## config.mk

```make
export PLATFORM = sky130hd
export DESIGN_NAME = output_l_ctrl_flat
export DESIGN_NICKNAME = d
export VERILOG_FILES = /design/src/rtl/output_l_ctrl_if.sv /design/src/rtl/output_l_ctrl.sv /design/src/flat_wrapper.sv
export SDC_FILE = /design/constraint.sdc
export NUM_CORES = 1
export LEC_CHECK = 0
export CAP_MARGIN = 20
export CORE_MARGIN = 3
export CORE_UTILIZATION = 45
export CTS_BUF_LIST = sky130_fd_sc_hd__clkbuf_4 sky130_fd_sc_hd__clkbuf_8
export CTS_CLUSTER_DIAMETER = 40
export DETAILED_ROUTE_END_ITERATION = 10
export PLACE_DENSITY = 0.67
export SKIP_LAST_GASP = 1
export SLEW_MARGIN = 15
export SYNTH_ARGS = -nofsm -noshare
export SYNTH_HDL_FRONTEND = slang
export SYNTH_SLANG_ARGS = --single-unit
export TNS_END_PERCENT = 5
```

## constraint.sdc

```tcl
create_clock -name clock -period 2.2 [get_ports clock]
set_input_delay 0.44 -clock clock [delete_from_list [all_inputs] [get_ports clock]]
set_output_delay 0.44 -clock clock [all_outputs]
set_load 0.01 [all_outputs]
```

## src/rtl/output_l_ctrl_if.sv

```systemverilog
// Load/display bus for the LED output tap: the requester (master) drives the
// load request and watches the LED, mode and tick outputs of the tap (slave).
interface output_l_ctrl_if #(
  parameter int IN_W  = 32,
  parameter int OUT_W = 10,
  parameter int OFS_W = 5
);
  logic [IN_W-1:0]  inNum;
  logic             ld_valid;
  logic             ld_ready;
  logic [OFS_W-1:0] ld_ofs;
  logic [1:0]       ld_mode;
  logic [OUT_W-1:0] outdt;
  logic [1:0]       mode_o;
  logic             tick_o;

  modport master (
    output inNum, ld_valid, ld_ofs, ld_mode,
    input  ld_ready, outdt, mode_o, tick_o
  );

  modport slave (
    input  inNum, ld_valid, ld_ofs, ld_mode,
    output ld_ready, outdt, mode_o, tick_o
  );
endinterface

```

## src/rtl/output_l_ctrl.sv

```systemverilog
// LED output tap: latches an OUT_W-bit field of inNum and shows it in PASS, BLINK,
// SCROLL or CLEAR mode. Define OUTPUT_L_ACTIVE_LOW_EN for inverted (common-anode) pins.
module output_l_ctrl #(
  parameter int IN_W      = 32,
  parameter int OUT_W     = 10,
  parameter int OFS_W     = 5,
  parameter int BLINK_DIV = 25000000
) (
  input  logic              clock,
  input  logic              resetn,
  output_l_ctrl_if.slave    bus
);

  localparam int CNT_W = $clog2(BLINK_DIV);

`ifdef OUTPUT_L_ACTIVE_LOW_EN
  localparam logic [OUT_W-1:0] POL_MASK = {OUT_W{1'b1}};
`else
  localparam logic [OUT_W-1:0] POL_MASK = {OUT_W{1'b0}};
`endif

  typedef enum logic [1:0] {
    M_PASS   = 2'd0,
    M_BLINK  = 2'd1,
    M_SCROLL = 2'd2,
    M_CLEAR  = 2'd3
  } mode_e;

  mode_e            mode_q, mode_d;
  logic [OUT_W-1:0] field_q, field_d;
  logic [OUT_W-1:0] pin_q, pin_d;
  logic [CNT_W-1:0] cnt_q, cnt_d;
  logic             phase_q, phase_d;
  logic             tick_q, tick_d;
  logic             ready_q, ready_d;

  logic [IN_W-1:0]  shifted_s;
  logic [OUT_W-1:0] field_s;
  logic [OUT_W-1:0] rot_s;
  logic [OUT_W-1:0] on_s;
  logic             accept_s;
  logic             wrap_s;

  // Right shift zero-fills, so offsets reaching past the word yield zero bits.
  assign shifted_s = bus.inNum >> bus.ld_ofs;
  assign field_s   = shifted_s[OUT_W-1:0];

  // The pin register holds the already-polarised value; rotation commutes with inversion.
  assign rot_s    = (pin_q << 1) | (pin_q >> (OUT_W - 1));
  assign on_s     = field_q ^ POL_MASK;
  assign accept_s = bus.ld_valid & ready_q;
  assign wrap_s   = (cnt_q == CNT_W'(BLINK_DIV - 1));

  // Next-state logic: a load always wins over a coincident display tick.
  always_comb begin
    mode_d  = mode_q;
    field_d = field_q;
    pin_d   = pin_q;
    cnt_d   = cnt_q;
    phase_d = phase_q;
    tick_d  = 1'b0;
    ready_d = 1'b1;
    if (accept_s) begin
      ready_d = 1'b0;
      mode_d  = mode_e'(bus.ld_mode);
      field_d = field_s;
      cnt_d   = {CNT_W{1'b0}};
      phase_d = 1'b0;
      case (mode_e'(bus.ld_mode))
        M_CLEAR: pin_d = POL_MASK;
        default: pin_d = field_s ^ POL_MASK;
      endcase
    end else begin
      case (mode_q)
        M_BLINK: begin
          if (wrap_s) begin
            cnt_d   = {CNT_W{1'b0}};
            tick_d  = 1'b1;
            phase_d = ~phase_q;
            pin_d   = phase_q ? on_s : POL_MASK;
          end else begin
            cnt_d = cnt_q + CNT_W'(1);
          end
        end
        M_SCROLL: begin
          if (wrap_s) begin
            cnt_d  = {CNT_W{1'b0}};
            tick_d = 1'b1;
            pin_d  = rot_s;
          end else begin
            cnt_d = cnt_q + CNT_W'(1);
          end
        end
        M_PASS:  cnt_d = {CNT_W{1'b0}};
        M_CLEAR: cnt_d = {CNT_W{1'b0}};
        default: cnt_d = {CNT_W{1'b0}};
      endcase
    end
  end

  // State register; asynchronous reset returns the tap to idle PASS with dark LEDs.
  always_ff @(posedge clock or negedge resetn) begin
    if (!resetn) begin
      mode_q  <= M_PASS;
      field_q <= {OUT_W{1'b0}};
      pin_q   <= POL_MASK;
      cnt_q   <= {CNT_W{1'b0}};
      phase_q <= 1'b0;
      tick_q  <= 1'b0;
      ready_q <= 1'b0;
    end else begin
      mode_q  <= mode_d;
      field_q <= field_d;
      pin_q   <= pin_d;
      cnt_q   <= cnt_d;
      phase_q <= phase_d;
      tick_q  <= tick_d;
      ready_q <= ready_d;
    end
  end

  assign bus.outdt    = pin_q;
  assign bus.mode_o   = mode_q;
  assign bus.tick_o   = tick_q;
  assign bus.ld_ready = ready_q;

endmodule
```

## src/flat_wrapper.sv

```systemverilog
// flat-port wrapper written by rule: the top's interface ports become plain ports
module output_l_ctrl_flat 
#(
  parameter int IN_W      = 32,
  parameter int OUT_W     = 10,
  parameter int OFS_W     = 5,
  parameter int BLINK_DIV = 25000000
)
  (clock, resetn, bus_inNum, bus_ld_valid, bus_ld_ofs, bus_ld_mode, bus_ld_ready, bus_outdt, bus_mode_o, bus_tick_o);
  output_l_ctrl_if #(.IN_W(IN_W), .OUT_W(OUT_W), .OFS_W(OFS_W)) bus_i ();
  input  logic clock;
  input  logic resetn;
  input wire logic [$bits(bus_i.inNum)-1:0] bus_inNum;
  input wire logic [$bits(bus_i.ld_valid)-1:0] bus_ld_valid;
  input wire logic [$bits(bus_i.ld_ofs)-1:0] bus_ld_ofs;
  input wire logic [$bits(bus_i.ld_mode)-1:0] bus_ld_mode;
  output wire logic [$bits(bus_i.ld_ready)-1:0] bus_ld_ready;
  output wire logic [$bits(bus_i.outdt)-1:0] bus_outdt;
  output wire logic [$bits(bus_i.mode_o)-1:0] bus_mode_o;
  output wire logic [$bits(bus_i.tick_o)-1:0] bus_tick_o;
  assign bus_i.inNum = bus_inNum;
  assign bus_i.ld_valid = bus_ld_valid;
  assign bus_i.ld_ofs = bus_ld_ofs;
  assign bus_i.ld_mode = bus_ld_mode;
  assign bus_ld_ready = bus_i.ld_ready;
  assign bus_outdt = bus_i.outdt;
  assign bus_mode_o = bus_i.mode_o;
  assign bus_tick_o = bus_i.tick_o;
  output_l_ctrl #(.IN_W(IN_W), .OUT_W(OUT_W), .OFS_W(OFS_W), .BLINK_DIV(BLINK_DIV)) u_core (.clock(clock), .resetn(resetn), .bus(bus_i));
endmodule
```

==> reports/results.ini, run 1 <==
[outcome]
status=finished, final reports clean

[yosys]
seq_area_frac_synth_pct=30.3
yosysTopAreaCellShare_pct=30.3
synthArstFlopShare_pct=100
synth_compound_area_share_pct=13.7
synthXorXnorAreaFrac_pct=5.08
ys_ff_latch=50
synthSimpleGateAreaFrac_pct=16.6
yosys_most_used_dff=dfrtp_1
synth.largest_area_cell=dfrtp_1
yosys-top-cells-area=dfrtp_1 30%, mux4_2 19%, mux2i_1 8.2%
ys_warn_count=0
synth_mux_area_share_pct=28.2
syn_inst=403
synth_top_family_by_area=multiplexers
syn_nets=448
synth_fa_ha_area_share_pct=0.908
synth.distinct_cells=61
syn-cell-area_um2=4130
synth_area_per_cell_um2=10.3
synth_edf_count=0

[worst_setup_path]
critPathMaxFanout=6
crit_arrival_ps=2370
crit_chain=clkdlybuf4s50_1, buf_4, mux4_2, mux2i_1, o221ai_1, a32o_1
worst-r2r-setup-slack_ps=220
cpPeakStageDelay_ps=560
cp-start-kind=input pin
critical_path_buf_inv_count=2
r2r_end=u_core.bus.outdt[8]
reg2regPathDepth=6
r2r_start=u_core.cnt_q[0]
critPathSlowestCell=clkdlybuf4s50_1
worstSetupPathType=input pin to register
critical-path-top-delay-family=buffers and inverters
cp.required_ps=2390
end_kind=register

[drt]
wl_um=11500
drt-initial-drc-count=242
drt-pass1-iter-count=5
drtAntennaViolNets=0
drc=0
num_vias=3809
wl_per_cell_um=18.7
viasPerCell=6.20

[global_routing]
grt_pass1_vias=3689
grt_overflow=0
grt_usage_pct=22.8
antenna_found_initial=0
grt_max_degree=34
grt_pass1_wl_um=18800

[timing]
tns_ps=0
period_needed_ps=2180
slew_headroom_pct=68.8
grt_setup_unrepaired=true
hold_viol=0
slew_viol_final=0
worstMarginPinSlew_ps=465
setup_viol=0
period_share_pct=99.0
clock_skew_ps=12.9
max_freq_mhz=459
finalWorstSetupSlack_ps=22.1

[job]
max-cap-violations=0

[final_layout]
seq_area_um2=1250
drive_gt1_share_pct=24.5
final_area_um2=5310
antenna_cells=0
nets=550
fillCellCount=744
syn_to_final_growth_pct=28.4
final_util_pct=60.3
multi_input_area_um2=2670
final_cells=614

[clocking]
htreeDepth=2
holdBufCountCts=0
cts_setup_buffers=0
clk_latency_ps=310
clockRootBuffer=clkbuf_8
cts_tree=yes
numCtsBuffers=5
cts_sinks=50
clkTransAtPathRegs_ps=100
clock_path_buffers=2

[pwr]
power.density_nw_per_um2=517
power.leakage_nw=2.19
ir_drop_v=0.000247

[placement]
gp_congestion=0.907
portBuffers=55
placed_cell_area_um2=5210
dp_hpwl_um=9030
dp_worst_setup_slack_ps=-348
place_inst=606

[floorplanning]
dieWidth_um=102
die_area_um2=10400
core-area_um2=8810
dieHeight_um=102
initial_core_util_pct=46.9
ios=56
rows=34

[worst_hold_path]
hold_class=input pin to asynchronous set/reset pin

layout by cell type (no fill, tap or decap), types with 4 or more instances in the layout:
cell              n
buf_4            67
xor2_1           12
nand2_1          36
o221ai_1          5
inv_1             6
xnor2_1          12
and2_1            6
nor2_1           45
o211ai_1          5
o21ai_0           8
clkdlybuf4s50_1  52
and3_1            5
mux4_2           34
nor3_1            6
nand3_1          13
nand2b_1          7
buf_12            4
a2bb2oi_1         5
clkbuf_8          6
a22o_1            7
o31ai_1           5
dfrtp_1          50
mux2i_1          34
nand4_1           9
a21oi_1           6
nor4_1            7
worst max path at each step:
stage,startpoint,cells past startpoint,endpoint
floorplan,bus_ld_ofs[2],6,u_core.bus.outdt[3]
global placement,bus_ld_ofs[2],6,u_core.bus.outdt[3]
detailed placement,bus_ld_ofs[2],6,u_core.bus.outdt[3]
CTS,bus_inNum[19],6,u_core.field_q[2]
global route,bus_inNum[19],6,u_core.field_q[2]
finish,bus_inNum[19],6,u_core.field_q[2]
metrics by stage:
step	power (mW)	hold slack [ps]
after global placement	2.15	355
after CTS	2.75	22.1
after floorplan	1.68	144
final	2.74	12.8
after detailed placement	2.17	357
after global routing	2.89	26.5
metal layers:
| layer | global-route usage, % | vias up | part of all wire, % |
|---|---|---|---|
| li1 | - | 1747 | - |
| met1 | 32.7 | 1849 | 44 |
| met2 | 35.9 | 193 | 46 |
| met3 | 3.96 | 20 | 8.6 |
| met4 | 6.16 | 0 | 1.7 |
| met5 | 0 | - | 0 |
power breakdown:
part | total (mW) | switching (mW) | internal [mW]
logic | 1.06 | 0.499 | 0.560
registers | 1.10 | 0.0873 | 1.02
clock network | 0.579 | 0.320 | 0.259
what timing repair did:
| action | CTS | global route |
|---|---|---|
| endpoints found under the setup margin | 1 | 5 |
| hold endpoints to repair | 0 | 0 |
| cloned | 0 | 0 |
| resized for setup | 1 | 2 |
flip-flops by register name, indices dropped and copies added, names as in the netlist:
signal / count
u_core.bus.tick_o: 1
u_core.bus.outdt: 10
u_core.phase_q: 1
u_core.cnt_q: 25
u_core.bus.mode_o: 2
u_core.bus.ld_ready: 1
u_core.field_q: 10
cell type report:
type / instances / share of cell area (%)
Multi-Input combinational cell: 314 / 50.2
Sequential cell: 50 / 23.6
Timing Repair Buffer: 126 / 21.2
Tap cell: 108 / 2.55
Clock buffer: 6 / 1.56
Inverter: 8 / 0.566
Clock inverter: 2 / 0.307
synth_stat cells (2+ instances only):
master	instances
nand4_1	9
mux2_2	3
mux2i_1	34
a21oi_1	6
nand2b_1	7
o2bb2ai_1	2
nor2_1	45
o22ai_1	3
nor3_1	6
nor2b_1	2
buf_2	9
a32o_1	3
o221ai_1	5
a22o_1	7
buf_12	2
a31oi_1	3
o211ai_1	5
inv_1	6
a221o_1	2
o21ai_0	9
and2_1	6
o21a_1	2
xnor2_1	12
buf_1	2
nor4_1	7
nand2_1	36
a2bb2oi_1	5
buf_4	2
mux4_2	34
ha_1	3
o31ai_1	5
dfrtp_1	50
and4_1	3
xor2_1	12
nand3_1	13
clkbuf_1	14
and3_1	5
cells by family after synthesis:
| group | after synthesis |
|---|---|
| AOI/OAI and AO/OA | 72 |
| xor gates and xnor gates | 24 |
| adders and majority gates | 3 |
| buffers and inverters | 39 |
| DFF | 50 |
| muxes | 72 |
| and+or+nand+nor | 143 |
Power figures use the tool's default switching activity.
==> inputs of run 2 (changes only) <==
Settings changed: PLACE_DENSITY 0.67 to default, PLACE_DENSITY_LB_ADDON from default to 0.1.
==> run 2 against run 1 <==
Worst hold slack improved by 87 ps. Cell count is 1.8% higher. Clock skew down 4.4 ps. Via count decreased by 0.50%. Count of clock-buffer cells in the layout decreased by 1. Sequential power is essentially flat. Setup slack gained 20 ps. Critical path depth up 1. Cell area is 2.4% higher. Non-clock buffer count up 12. Core utilization up 1.4 points. Critical path type unchanged. Critical endpoint is now u_core.bus.outdt[7].
==> reports/results.ini, run 2 (same netlist as run 1, synthesis figures left out) <==
[worst_setup_path]
cp-start-kind=input pin
worst-r2r-setup-slack_ps=140  ; -80 ps
crit_arrival_ps=2380  ; about the same
r2r_start=u_core.cnt_q[1]
r2r_end=u_core.bus.outdt[0]
worstSetupPathType=input pin to register
end_kind=register
critPathMaxFanout=8  ; +2
reg2regPathDepth=7  ; +1
cp.required_ps=2430  ; +40 ps

[timing]
slew_headroom_pct=54.1  ; -15 points
hold_viol=0  ; unchanged
period_share_pct=98.1  ; -0.92 points
tns_ps=0  ; unchanged
grt_setup_unrepaired=true
period_needed_ps=2160  ; -20.2 ps
setup_viol=0  ; unchanged
worstMarginPinSlew_ps=681  ; +217 ps
max_freq_mhz=463  ; +0.94%
slew_viol_final=0  ; unchanged
clock_skew_ps=8.52  ; -4.42 ps
finalWorstSetupSlack_ps=42.3  ; +20.2 ps

[floorplanning]
die_area_um2=10400  ; unchanged
core-area_um2=8810  ; unchanged
rows=34  ; unchanged
dieWidth_um=102  ; unchanged
dieHeight_um=102  ; unchanged
initial_core_util_pct=46.9  ; unchanged
ios=56  ; unchanged

[clocking]
cts_setup_buffers=0  ; unchanged
cts_resized=1  ; unchanged
htreeDepth=2  ; unchanged
cts_sinks=50  ; unchanged
cts_tree=yes
clock_path_buffers=2  ; unchanged
clockRootBuffer=clkbuf_8
numCtsBuffers=5  ; unchanged
holdBufCountCts=0  ; unchanged
clk_latency_ps=310  ; about the same
clkTransAtPathRegs_ps=90  ; about the same

[placement]
portBuffers=55  ; unchanged
dp_hpwl_um=9580  ; +6.1%
gp_congestion=0.966  ; +6.5%
placed_cell_area_um2=5350  ; +2.7%
place_inst=618  ; +2.0%
dp_worst_setup_slack_ps=-394  ; -45.5 ps

[drt]
viasPerCell=6.06  ; -2.3%
drtAntennaViolNets=0  ; unchanged
drt-initial-drc-count=300  ; +24%
drt-pass1-iter-count=5  ; unchanged
drc=0  ; unchanged
num_vias=3790  ; -0.50%
wl_um=12200  ; +6.7%
wl_per_cell_um=19.6  ; +4.8%

[final_layout]
seq_area_um2=1250  ; unchanged
multi_input_area_um2=2670  ; +0.23%
final_cells=625  ; +1.8%
drive_gt1_share_pct=26.3  ; +1.8 points
fillCellCount=734  ; -1.3%
final_area_um2=5430  ; +2.4%
syn_to_final_growth_pct=31.4
final_common_cell=buf_4
nets=562  ; +2.2%
regMostFlops=u_core.cnt_q
antenna_cells=0  ; unchanged
largest_reg_flops=25  ; unchanged
final_cell_mix=75 x buf_4, 52 x clkdlybuf4s50_1, 50 x dfrtp_1

[outcome]
status=finished, final reports clean

[job]
max-cap-violations=0  ; unchanged

[pwr]
ir_drop_v=0.000284  ; +15%
power.density_nw_per_um2=506  ; -2.2%
power.leakage_nw=2.26  ; +3.3%

[worst_hold_path]
hold_class=input pin to asynchronous set/reset pin

[global_routing]
grt_pass1_wl_um=19700  ; +4.6%
grt_max_degree=51  ; +50%
grt_pass1_vias=3830  ; +3.8%
grt_overflow=0  ; unchanged
antenna_found_initial=0  ; unchanged
grt_usage_pct=24.1  ; +1.4 points

-- run 2: cell count changes in the layout (fill, tap and decap cells not counted), sizes merged --
cell,before,now
clkinvlp,1,0
buf,72,85
clkinv,1,2
clkbuf,7,5
-- run 2: power breakdown --
group	leakage, nW	switching [mW]	internal (mW)
sequential	0.660	0.0858	1.02
combinational	1.56	0.516	0.595
clock	0.0444	0.314	0.220
-- run 2: worst max-delay path by stage --
stage	startpoint	endpoint	slack [ps]
finish	bus_ld_ofs[1]	u_core.bus.outdt[7]	40
global route	bus_ld_ofs[1]	u_core.bus.outdt[7]	-50
CTS	bus_ld_ofs[1]	u_core.bus.outdt[7]	50
detailed placement	bus_ld_ofs[2]	u_core.bus.outdt[3]	-390
global placement	bus_ld_ofs[2]	u_core.field_q[3]	-310
floorplan	bus_ld_ofs[2]	u_core.bus.outdt[3]	230
-- run 2: per-stage QoR --
stage          total power, mW  hold WS [ps]  utilization [%]
2_1_floorplan             1.68           144                -
3_3_place_gp              2.21           446             60.7
3_5_place_dp              2.22           447             60.7
4_1_cts                   2.76           110             61.6
5_1_grt                   2.89           119             61.7
6_report                  2.75           100             61.7
-- run 2: critical path, stage by stage --
cell	delay (ps)
clkdlybuf4s50_1	480
buf_4	200
buf_4	160
mux4_2	500
a22oi_2	280
nand4_1	140
a2bb2oi_1	190
-- run 2: area by class of cell --
cell class                 instances  area share (%)
sequential                        50            23.0
inverter                           8           0.553
clock buffer                       5            1.27
timing repair buffer             138            23.2
clock inverter                     2           0.253
tap                              108            2.49
multi-input combinational        314            49.2
-- run 2: layer usage --
metal	GRT usage [%]	vias to the layer above	part of all wire, %
li1	-	1771	-
met1	32.3	1878	43
met2	42.1	125	51
met3	2.87	16	4.6
met4	5.95	0	1.6
met5	0	-	0
==> inputs of run 3 (changes only) <==
Settings changed: SETUP_SLACK_MARGIN from default to 0.4, TNS_END_PERCENT 5 to 1.
==> run 3 against run 2 <==
Sequential power hardly changed. Cell count is 2.7% higher. Die area is the same. Register-to-register slack improved by 190 ps. Sequential share of layout area is 1.4 points lower. Core utilization increased by 4.1 points. Combinational power rose by 9.9%. Routed wire length increased by 7.3%.
==> reports/results.ini, run 3 (same netlist as run 1, synthesis figures left out) <==
[global_routing]
grt_pass1_vias=4122  ; +7.6%
antenna_found_initial=0  ; unchanged
grt_max_degree=51  ; unchanged
grt_overflow=0  ; unchanged
grt_usage_pct=26.4  ; +2.3 points
grt_pass1_wl_um=21600  ; +9.6%

[floorplanning]
initial_core_util_pct=46.9  ; unchanged
die_area_um2=10400  ; unchanged
rows=34  ; unchanged
ios=56  ; unchanged
core-area_um2=8810  ; unchanged
dieWidth_um=102  ; unchanged
dieHeight_um=102  ; unchanged

[clocking]
clockRootBuffer=clkbuf_8
numCtsBuffers=5  ; unchanged
clk_latency_ps=300  ; about the same
clock_path_buffers=2  ; unchanged
htreeDepth=2  ; unchanged
clkTransAtPathRegs_ps=100  ; about the same
cts_sinks=50  ; unchanged
cts_tree=yes

[pwr]
power.leakage_nw=2.47  ; +9.3%
p_sw_mw=0.964  ; +5.3%
p_comb_share_pct=40.6  ; +0.2 points
ir_drop_v=0.000294  ; +3.7%
netSwitchingFraction_pct=32.0  ; -1.3 points
power.share.sequential_pct=36.6  ; -3.5 points
power.density_nw_per_um2=520  ; +2.7%
p_int_mw=2.05  ; +12%
clkPwrFrac_pct=22.8  ; +3.4 points

[final_layout]
antenna_cells=0  ; unchanged
syn_to_final_growth_pct=40.2
regMostFlops=u_core.cnt_q
final_area_um2=5800  ; +6.7%
largest_reg_flops=25  ; unchanged
drive_gt1_share_pct=34.5  ; +8.2 points
final_common_cell=buf_4
nets=578  ; +2.8%
final_cell_mix=79 x buf_4, 48 x dfrtp_1, 44 x nor2_1

[worst_hold_path]
hold_class=input pin to asynchronous set/reset pin

[timing]
hold_viol=0  ; unchanged
period_share_pct=85.0  ; -13 points
worstMarginPinSlew_ps=627  ; -54.7 ps
period_needed_ps=1870  ; -287 ps
setup_viol=0  ; unchanged
clock_skew_ps=20.6  ; +12.1 ps
slew_viol_final=0  ; unchanged
tns_ps=0  ; unchanged
slew_headroom_pct=58.2  ; +4.1 points
max_freq_mhz=535  ; +15%
hold_ws_ps=113  ; +13.3 ps
grt_setup_unrepaired=true

[worst_setup_path]
crit_arrival_ps=2060  ; -320 ps
cp.required_ps=2390  ; -40 ps
worst-r2r-setup-slack_ps=330  ; +190 ps
end_kind=register
worstSetupPathType=register to register
cp-start-kind=register
critPathMaxFanout=6  ; -2

[placement]
portBuffers=55  ; unchanged
gp_congestion=0.947  ; -2.0%
placed_cell_area_um2=5270  ; -1.5%
dp_hpwl_um=9450  ; -1.4%

[drt]
drt-pass1-iter-count=5  ; unchanged
wl_per_cell_um=20.5  ; +4.4%
drt-initial-drc-count=356  ; +19%
top_layer_used=met4
viasPerCell=6.19  ; +2.2%
drc=0  ; unchanged
route.met3.wl_um=526  ; -6.7%
drtAntennaViolNets=0  ; unchanged
wl_met2_um=6630  ; +6.3%
wl_met1_um=5500  ; +4.5%
num_vias=3977  ; +4.9%
wl_um=13100  ; +7.3%

[job]
max-cap-violations=0  ; unchanged

[outcome]
status=finished, final reports clean

-- run 3: layout make-up --
type	count	area, um^2
multi-input cells	314	2810
well taps	108	135
clock buffers	6	82.6
flip-flops and latches	50	1250
repair buffers	154	1450
inverters	8	31.3
fillers	718	3010
clock inverters	2	38.8
-- run 3: final timing paths --
| kind | start | to | depth (start not counted) |
|---|---|---|---|
| max in group asynchronous | resetn | u_core.bus.outdt[0] | 2 |
| min in group clock | u_core.field_q[4] | u_core.field_q[4] | 2 |
| worst max register to register | u_core.cnt_q[7] | u_core.bus.outdt[5] | 7 |
| worst max-delay path | u_core.cnt_q[7] | u_core.bus.outdt[5] | 7 |
| worst min-delay path | resetn | u_core.cnt_q[3] | 2 |
| worst min register to register | u_core.field_q[4] | u_core.field_q[4] | 2 |
-- run 3: critical path, cell delays in order, from the launching register on --
cell      delay [ps]
dfrtp_2          450
nor4_4           300
and4_1           280
a31oi_1          100
buf_4            180
buf_6            120
o211ai_1         200
o221ai_2         120
-- run 3: power groups by stage --
stage	Clock (mW)	Sequential (mW)	Combinational, mW
after global routing	0.749	1.12	1.31
final	0.688	1.10	1.22
after floorplan	0	1.13	0.556
after global placement	0	1.12	1.07
after detailed placement	0	1.12	1.08
after CTS	0.709	1.10	1.21
-- run 3: timing repair --
item	CTS	global route
cloned	4	0
gates resized for setup	81	6
endpoints found under the setup margin	21	45
pin swaps	25	2
endpoints found under the hold margin	0	0
hold buffers	0	0
buffers inserted	15	4
-- run 3: stage by stage --
stage	setup WS, ps	total power, mW	std cells	util [%]
after global routing	239	3.17	642	65.8
after CTS	367	3.02	638	65.3
after floorplan	240	1.68	403	-
after global placement	-235	2.19	611	59.8
after detailed placement	-288	2.20	611	59.8
final	330	3.01	642	65.8
-- run 3: metal layers --
metal  global-route usage, %  vias up
met3                    2.80       42
met2                    45.4      154
met5                       0        -
li1                        -     1803
met4                    9.79        0
met1                    34.7     1978
